<file path="config.mk">
export PLATFORM = sky130hd
export DESIGN_NAME = instr_fetch_unit
export DESIGN_NICKNAME = d
export VERILOG_FILES = /design/src/rtl/fetch_pkg.sv /design/src/rtl/fetch_skid_buffer.sv /design/src/rtl/instr_fetch_unit.sv
export SDC_FILE = /design/constraint.sdc
export NUM_CORES = 1
export LEC_CHECK = 0
export ABC_AREA = 1
export BUFFER_PORTS_ARGS = -buffer_cell sky130_fd_sc_hd__clkbuf_2
export CAP_MARGIN = 5
export CELL_PAD_IN_SITES_DETAIL_PLACEMENT = 0
export CELL_PAD_IN_SITES_GLOBAL_PLACEMENT = 2
export CORE_MARGIN = 1
export CORE_UTILIZATION = 33
export CTS_CLUSTER_DIAMETER = 40
export DETAILED_ROUTE_END_ITERATION = 10
export HOLD_SLACK_MARGIN = 0.03
export PLACE_DENSITY_LB_ADDON = 0.1
export SYNTH_ARGS = -nofsm -noshare
export SYNTH_HDL_FRONTEND = slang
export SYNTH_SLANG_ARGS = --single-unit
</file>
<file path="constraint.sdc">
create_clock -name Clk -period 9 [get_ports Clk]
set_clock_uncertainty 0.05 [all_clocks]
set_input_delay 0.45 -clock Clk [delete_from_list [all_inputs] [get_ports Clk]]
set_output_delay 0.45 -clock Clk [all_outputs]
set_load 0.02 [all_outputs]
</file>
<file path="src/rtl/fetch_pkg.sv">
// Shared types and constants for the instruction fetch stage.
package fetch_pkg;
    typedef enum logic [1:0] {FETCH, HOLD, DRAIN} fetch_state_e;
    localparam logic [31:0] NOP              = 32'h0;
    localparam logic [31:0] DEFAULT_RESET_PC = 32'h0000_0000;
endpackage

</file>
<file path="src/rtl/fetch_skid_buffer.sv">
// One-entry holding register for a fetched {pc, pc+4, instr} that arrived while IF/ID was stalled.
module fetch_skid_buffer #(
    parameter int ADDR_W = 32
) (
    input  logic              clk,
    input  logic              rst,
    input  logic              load,
    input  logic              unload,
    input  logic              clear,
    input  logic [ADDR_W-1:0] in_pc,
    input  logic [ADDR_W-1:0] in_pc_plus4,
    input  logic [31:0]       in_instr,
    output logic              full,
    output logic [ADDR_W-1:0] out_pc,
    output logic [ADDR_W-1:0] out_pc_plus4,
    output logic [31:0]       out_instr
);
    import fetch_pkg::*;

    logic              full_d, full_q;
    logic [ADDR_W-1:0] pc_d, pc_q, pc_plus4_d, pc_plus4_q;
    logic [31:0]       instr_d, instr_q;

    always_comb begin
        full_d     = full_q;
        pc_d       = pc_q;
        pc_plus4_d = pc_plus4_q;
        instr_d    = instr_q;
        if (clear || unload) begin
            full_d = 1'b0;
        end else if (load) begin
            full_d     = 1'b1;
            pc_d       = in_pc;
            pc_plus4_d = in_pc_plus4;
            instr_d    = in_instr;
        end
    end

    always_ff @(posedge clk or posedge rst) begin
        if (rst) begin
            full_q     <= 1'b0;
            pc_q       <= '0;
            pc_plus4_q <= '0;
            instr_q    <= NOP;
        end else begin
            full_q     <= full_d;
            pc_q       <= pc_d;
            pc_plus4_q <= pc_plus4_d;
            instr_q    <= instr_d;
        end
    end

    assign full         = full_q;
    assign out_pc       = pc_q;
    assign out_pc_plus4 = pc_plus4_q;
    assign out_instr    = instr_q;
endmodule

</file>
<file path="src/rtl/instr_fetch_unit.sv">
// Fetch stage: owns the PC, tolerates variable imem latency, holds output under stall, flushes on redirect.
module instr_fetch_unit
    import fetch_pkg::*;
#(
    parameter int                ADDR_W   = 32,
    parameter logic [ADDR_W-1:0] RESET_PC = ADDR_W'(DEFAULT_RESET_PC)
) (
    input  logic              Clk,
    input  logic              Reset,
    input  logic              stall,
    input  logic              redirect_valid,
    input  logic [ADDR_W-1:0] redirect_pc,
    output logic              imem_req,
    output logic [ADDR_W-1:0] imem_addr,
    input  logic              imem_ack,
    input  logic [31:0]       imem_rdata,
    output logic              if_valid,
    output logic [ADDR_W-1:0] if_pc,
    output logic [ADDR_W-1:0] if_pc_plus4,
    output logic [31:0]       if_instr
);
    fetch_state_e      state_d, state_q;
    logic [ADDR_W-1:0] pc_d, pc_q, stale_d, stale_q, pc_plus4;
    logic              vld_d, vld_q;
    logic [ADDR_W-1:0] opc_d, opc_q, op4_d, op4_q;
    logic [31:0]       oins_d, oins_q;
    logic              new_rsp, skid_load, skid_unload, skid_clear, skid_full;
    logic [ADDR_W-1:0] skid_pc, skid_pc_plus4;
    logic [31:0]       skid_instr;
    logic              redirect_lsb_unused;

    assign redirect_lsb_unused = ^redirect_pc[1:0];
    assign pc_plus4  = pc_q + ADDR_W'(4);
    assign new_rsp   = imem_ack && (state_q == FETCH);
    assign imem_req  = !Reset && (state_q != HOLD);
    assign imem_addr = (state_q == DRAIN) ? stale_q : pc_q;

    always_comb begin
        state_d     = state_q;
        pc_d        = new_rsp ? pc_plus4 : pc_q;
        stale_d     = stale_q;
        vld_d       = vld_q;
        opc_d       = opc_q;
        op4_d       = op4_q;
        oins_d      = oins_q;
        skid_load   = 1'b0;
        skid_unload = 1'b0;
        skid_clear  = 1'b0;
        if (redirect_valid) begin
            pc_d       = {redirect_pc[ADDR_W-1:2], 2'b00};
            vld_d      = 1'b0;
            opc_d      = '0;
            op4_d      = '0;
            oins_d     = NOP;
            skid_clear = 1'b1;
            // An unanswered request (fresh or already stale) must be drained before refetching.
            if ((state_q == FETCH || state_q == DRAIN) && !imem_ack) begin
                state_d = DRAIN;
                if (state_q == FETCH) stale_d = pc_q;
            end else begin
                state_d = FETCH;
            end
        end else begin
            if (state_q == DRAIN && imem_ack) state_d = FETCH;
            if (!stall && skid_full) begin
                vld_d       = 1'b1;
                opc_d       = skid_pc;
                op4_d       = skid_pc_plus4;
                oins_d      = skid_instr;
                skid_unload = 1'b1;
                state_d     = FETCH;
            end else if (!stall) begin
                vld_d  = new_rsp;
                opc_d  = new_rsp ? pc_q : '0;
                op4_d  = new_rsp ? pc_plus4 : '0;
                oins_d = new_rsp ? imem_rdata : NOP;
            end else if (new_rsp) begin
                if (!vld_q) begin
                    vld_d  = 1'b1;
                    opc_d  = pc_q;
                    op4_d  = pc_plus4;
                    oins_d = imem_rdata;
                end else begin
                    skid_load = 1'b1;
                    state_d   = HOLD;
                end
            end
        end
    end

    always_ff @(posedge Clk or posedge Reset) begin
        if (Reset) begin
            state_q <= FETCH;
            pc_q    <= RESET_PC;
            stale_q <= '0;
            vld_q   <= 1'b0;
            opc_q   <= '0;
            op4_q   <= '0;
            oins_q  <= NOP;
        end else begin
            state_q <= state_d;
            pc_q    <= pc_d;
            stale_q <= stale_d;
            vld_q   <= vld_d;
            opc_q   <= opc_d;
            op4_q   <= op4_d;
            oins_q  <= oins_d;
        end
    end

    fetch_skid_buffer #(.ADDR_W(ADDR_W)) u_skid (
        .clk          (Clk),
        .rst          (Reset),
        .load         (skid_load),
        .unload       (skid_unload),
        .clear        (skid_clear),
        .in_pc        (pc_q),
        .in_pc_plus4  (pc_plus4),
        .in_instr     (imem_rdata),
        .full         (skid_full),
        .out_pc       (skid_pc),
        .out_pc_plus4 (skid_pc_plus4),
        .out_instr    (skid_instr)
    );

    assign if_valid    = vld_q;
    assign if_pc       = opc_q;
    assign if_pc_plus4 = op4_q;
    assign if_instr    = oins_q;
endmodule

</file>
==> results.txt <==
Status: complete, but fails checks
Failing checks: hold timing
DR WL met2: 15.7 mm
Post-CTS Hold Buffers: 0
Multi-input logic area: 4420 um^2
Routed Wire Length: 34.9 mm
CP dominant cell by count: nor2_2
Worst setup EP type: flop
DRT iter0 DRCs: 592
Reg2reg end: u_skid.out_pc[25]
Initial antenna violation count: 0
Metal3 WL: 1.59 mm
Sequential area share after synthesis: 0.549
Routability cong.: 0.784
Cell area after synthesis: 11400 um^2
DRC: 0
DIE AREA: 35200 um^2
Worst-skew pair later-pin latency: 0.54 ns
Min Hold Slack: -0.0171 ns
Post-cts resize count: 0
WL/cell: 17.3 um
Setup violations, final: 0
Die X: 188 um
Initial Util: 0.337
Fin. max-slew vios: 0
Root buf cell: clkbuf_16
Maximum VDD drop: 151 uV
Highest layer used for signal routing: met4
Max FO, Critical Path: 90
Syn Area/Cell: 8.31 um^2
Synth Register Bits: 249
Slowest stage cell, crit path: nor2_2
CP max stage delay: 0.82 ns
# fillers: 3548
Vias in the first global route: 9590
Max_slew headroom: 0.248
Die height: 188 um
Layout overhead on the synthesized area: 25.8%
Maxcap violations: 0
Ys Warns: 0
Lkg Pwr: 7.20 nW
HP Class: in -> async
Register area: 6230 um^2
Clock Pin Slew Worst Setup and Hold Paths: 0.05 ns
Final critical-path share of the clock period: 0.430
Worst Setup Path Type: reg -> reg
Setup fix buffers added after clock tree synthesis: 0
Final hold violation count: 7
DP Cell Count: 1930
Setup tns final: 0 ns
Fmax: 259 MHz
Final min period: 3.87 ns
Num Clock Sinks: 249
Worst-margin pin slew: 1.12 ns
Core Rows: 67
H-tree depth: 2
Routed via count: 9786
# IOs: 199
Synthesized instance count: 1366
CTS tree: built
Cell Chain, Critical Path: nor2_2 -> nand2_2 -> nor2_2 -> inv_2 -> nor2_8 -> inv_4 -> buf_4 -> nand2_1 -> o21ai_1
Power per Cell Area: 271 nW/um^2
Routed Antenna Nets: 0
Avg Vias per Cell: 4.85
Grt ovf: 0
Netlist cell types: 30
Fraction of layout cells with a size suffix above 1: 0.193
R2r startpoint: state_q[1]
Port Buffers: 194
Metal-1 WL: 16.8 mm
Post-DP HPWL: 22.0 mm
R2R Setup Slk: 5.13 ns
WP data arrival: 4.21 ns
Final nets: 1602
ANT cells: 0
Largest net degree at the start of global routing: 140
CTS Buf Count: 48
First-pass GRT wire length: 55.9 mm
FF-to-FF path depth: 9
CP required: 9.34 ns
Max clock buf depth: 3
Drt first pass iters: 5
Filler-free cell count of the finished design: 2017
Core ar.: 33700 um^2
Crit path launch type: flop
RSZ-0062 raised after global routing: no
GRT Total Usage: 0.202
[per-layer routing]
metal,GRT usage,vias up
met5,0,-
met4,0.0641,0
met3,0.0328,58
met2,0.319,258
met1,0.283,4678
li1,-,4792
[sequential cells by signal, indices dropped and copies added (netlist names)]
name                 cells
u_skid.full              1
if_instr                32
pc_q                    30
stale_q                 30
state_q                  2
if_pc                   31
u_skid.out_instr        32
u_skid.out_pc_plus4     30
if_pc_plus4             30
if_valid                 1
u_skid.out_pc           30
[synthesized netlist by cell type]
cell | n | share of area
ha_1 | 1 | 0.0011
nand3_1 | 13 | 0.0057
nor2_2 | 5 | 0.0028
buf_6 | 1 | 0.00099
clkbuf_2 | 1 | 0.00044
o21ai_1 | 35 | 0.015
nor2_8 | 1 | 0.0018
a21oi_1 | 32 | 0.014
o211ai_1 | 21 | 0.014
or2_1 | 1 | 0.00055
conb_1 | 1 | 0.00033
a22o_1 | 42 | 0.032
nand2_2 | 3 | 0.0017
nor2_4 | 2 | 0.0020
xor2_1 | 12 | 0.0093
clkbuf_1 | 41 | 0.014
dfrtp_1 | 249 | 0.55
o21ai_0 | 143 | 0.063
nand2_1 | 474 | 0.16
o22ai_1 | 1 | 0.00055
and2_1 | 2 | 0.0011
inv_2 | 5 | 0.0017
a31oi_1 | 14 | 0.0077
nor2_1 | 108 | 0.036
buf_1 | 11 | 0.0036
inv_1 | 83 | 0.027
a22oi_1 | 23 | 0.015
buf_2 | 24 | 0.011
buf_4 | 8 | 0.0053
o221ai_1 | 9 | 0.0069
[logic make-up after synthesis]
family                   after synthesis  synth area share
AND/OR/NAND/NOR                      609             0.208
buffers and inverters                174            0.0636
AO/OA/AOI/OAI                        320             0.169
adder cells (fa/ha/maj)                1           0.00110
other                                  1          0.000330
XOR/XNOR                              12           0.00925
flip-flops                           249             0.549
[where the power goes]
group | switching (W) | internal (W) | total [W]
registers | 0.000114 | 0.00132 | 0.00144
clock network | 0.000594 | 0.00128 | 0.00188
logic | 0.000380 | 0.000188 | 0.000568
[how the worst max path moves through the flow]
stage,endpoint,cells after the start,startpoint
finish,u_skid.out_pc[25],9,state_q[1]
global route,u_skid.out_pc[31],9,state_q[1]
CTS,if_pc_plus4[21],9,state_q[1]
detailed placement,if_pc_plus4[21],9,stall
global placement,u_skid.out_pc[31],9,redirect_valid
floorplan,if_instr[0],1,Reset
[cell type report]
| cell class | instances | share of cell area |
|---|---|---|
| well taps | 448 | 0.0392 |
| clock buffers | 63 | 0.0951 |
| flip-flops and latches | 249 | 0.436 |
| repair buffers | 201 | 0.0725 |
| inverters | 88 | 0.0239 |
| multi-input cells | 944 | 0.310 |
| clock inverters | 24 | 0.0236 |
[cell usage in the layout, fill, tap and decap left out, drive strengths merged, types with 13 or more instances in the layout]
cell / instances
nand2: 477
clkbuf: 257
dfrtp: 249
o21ai: 178
nor2: 116
inv: 87
a22o: 42
a21oi: 32
a22oi: 23
o211ai: 21
clkinv: 16
a31oi: 14
nand3: 13
[per-stage QoR]
step | worst slack, ns | total power (W) | utilization | hold WS, ns | area (um^2)
2_1_floorplan | 1.66 | 0.00183 | - | 0.392 | 11400
3_3_place_gp | 4.81 | 0.00202 | 0.374 | 0.404 | 12600
4_1_cts | 4.94 | 0.00393 | 0.424 | 0.0701 | 14300
6_report | 5.13 | 0.00388 | 0.424 | -0.0171 | 14300
3_5_place_dp | 4.83 | 0.00203 | 0.374 | 0.415 | 12600
5_1_grt | 4.72 | 0.00408 | 0.424 | 0.0876 | 14300
[worst max-delay path, delay by kind of cell, from the launching register on]
kind | cells | cell delay, ns
compound gates | 1 | 0.06
simple gates | 5 | 1.78
buf+inv | 3 | 1.34
flops | 1 | 0.42
(Power assumes the default switching activity.)
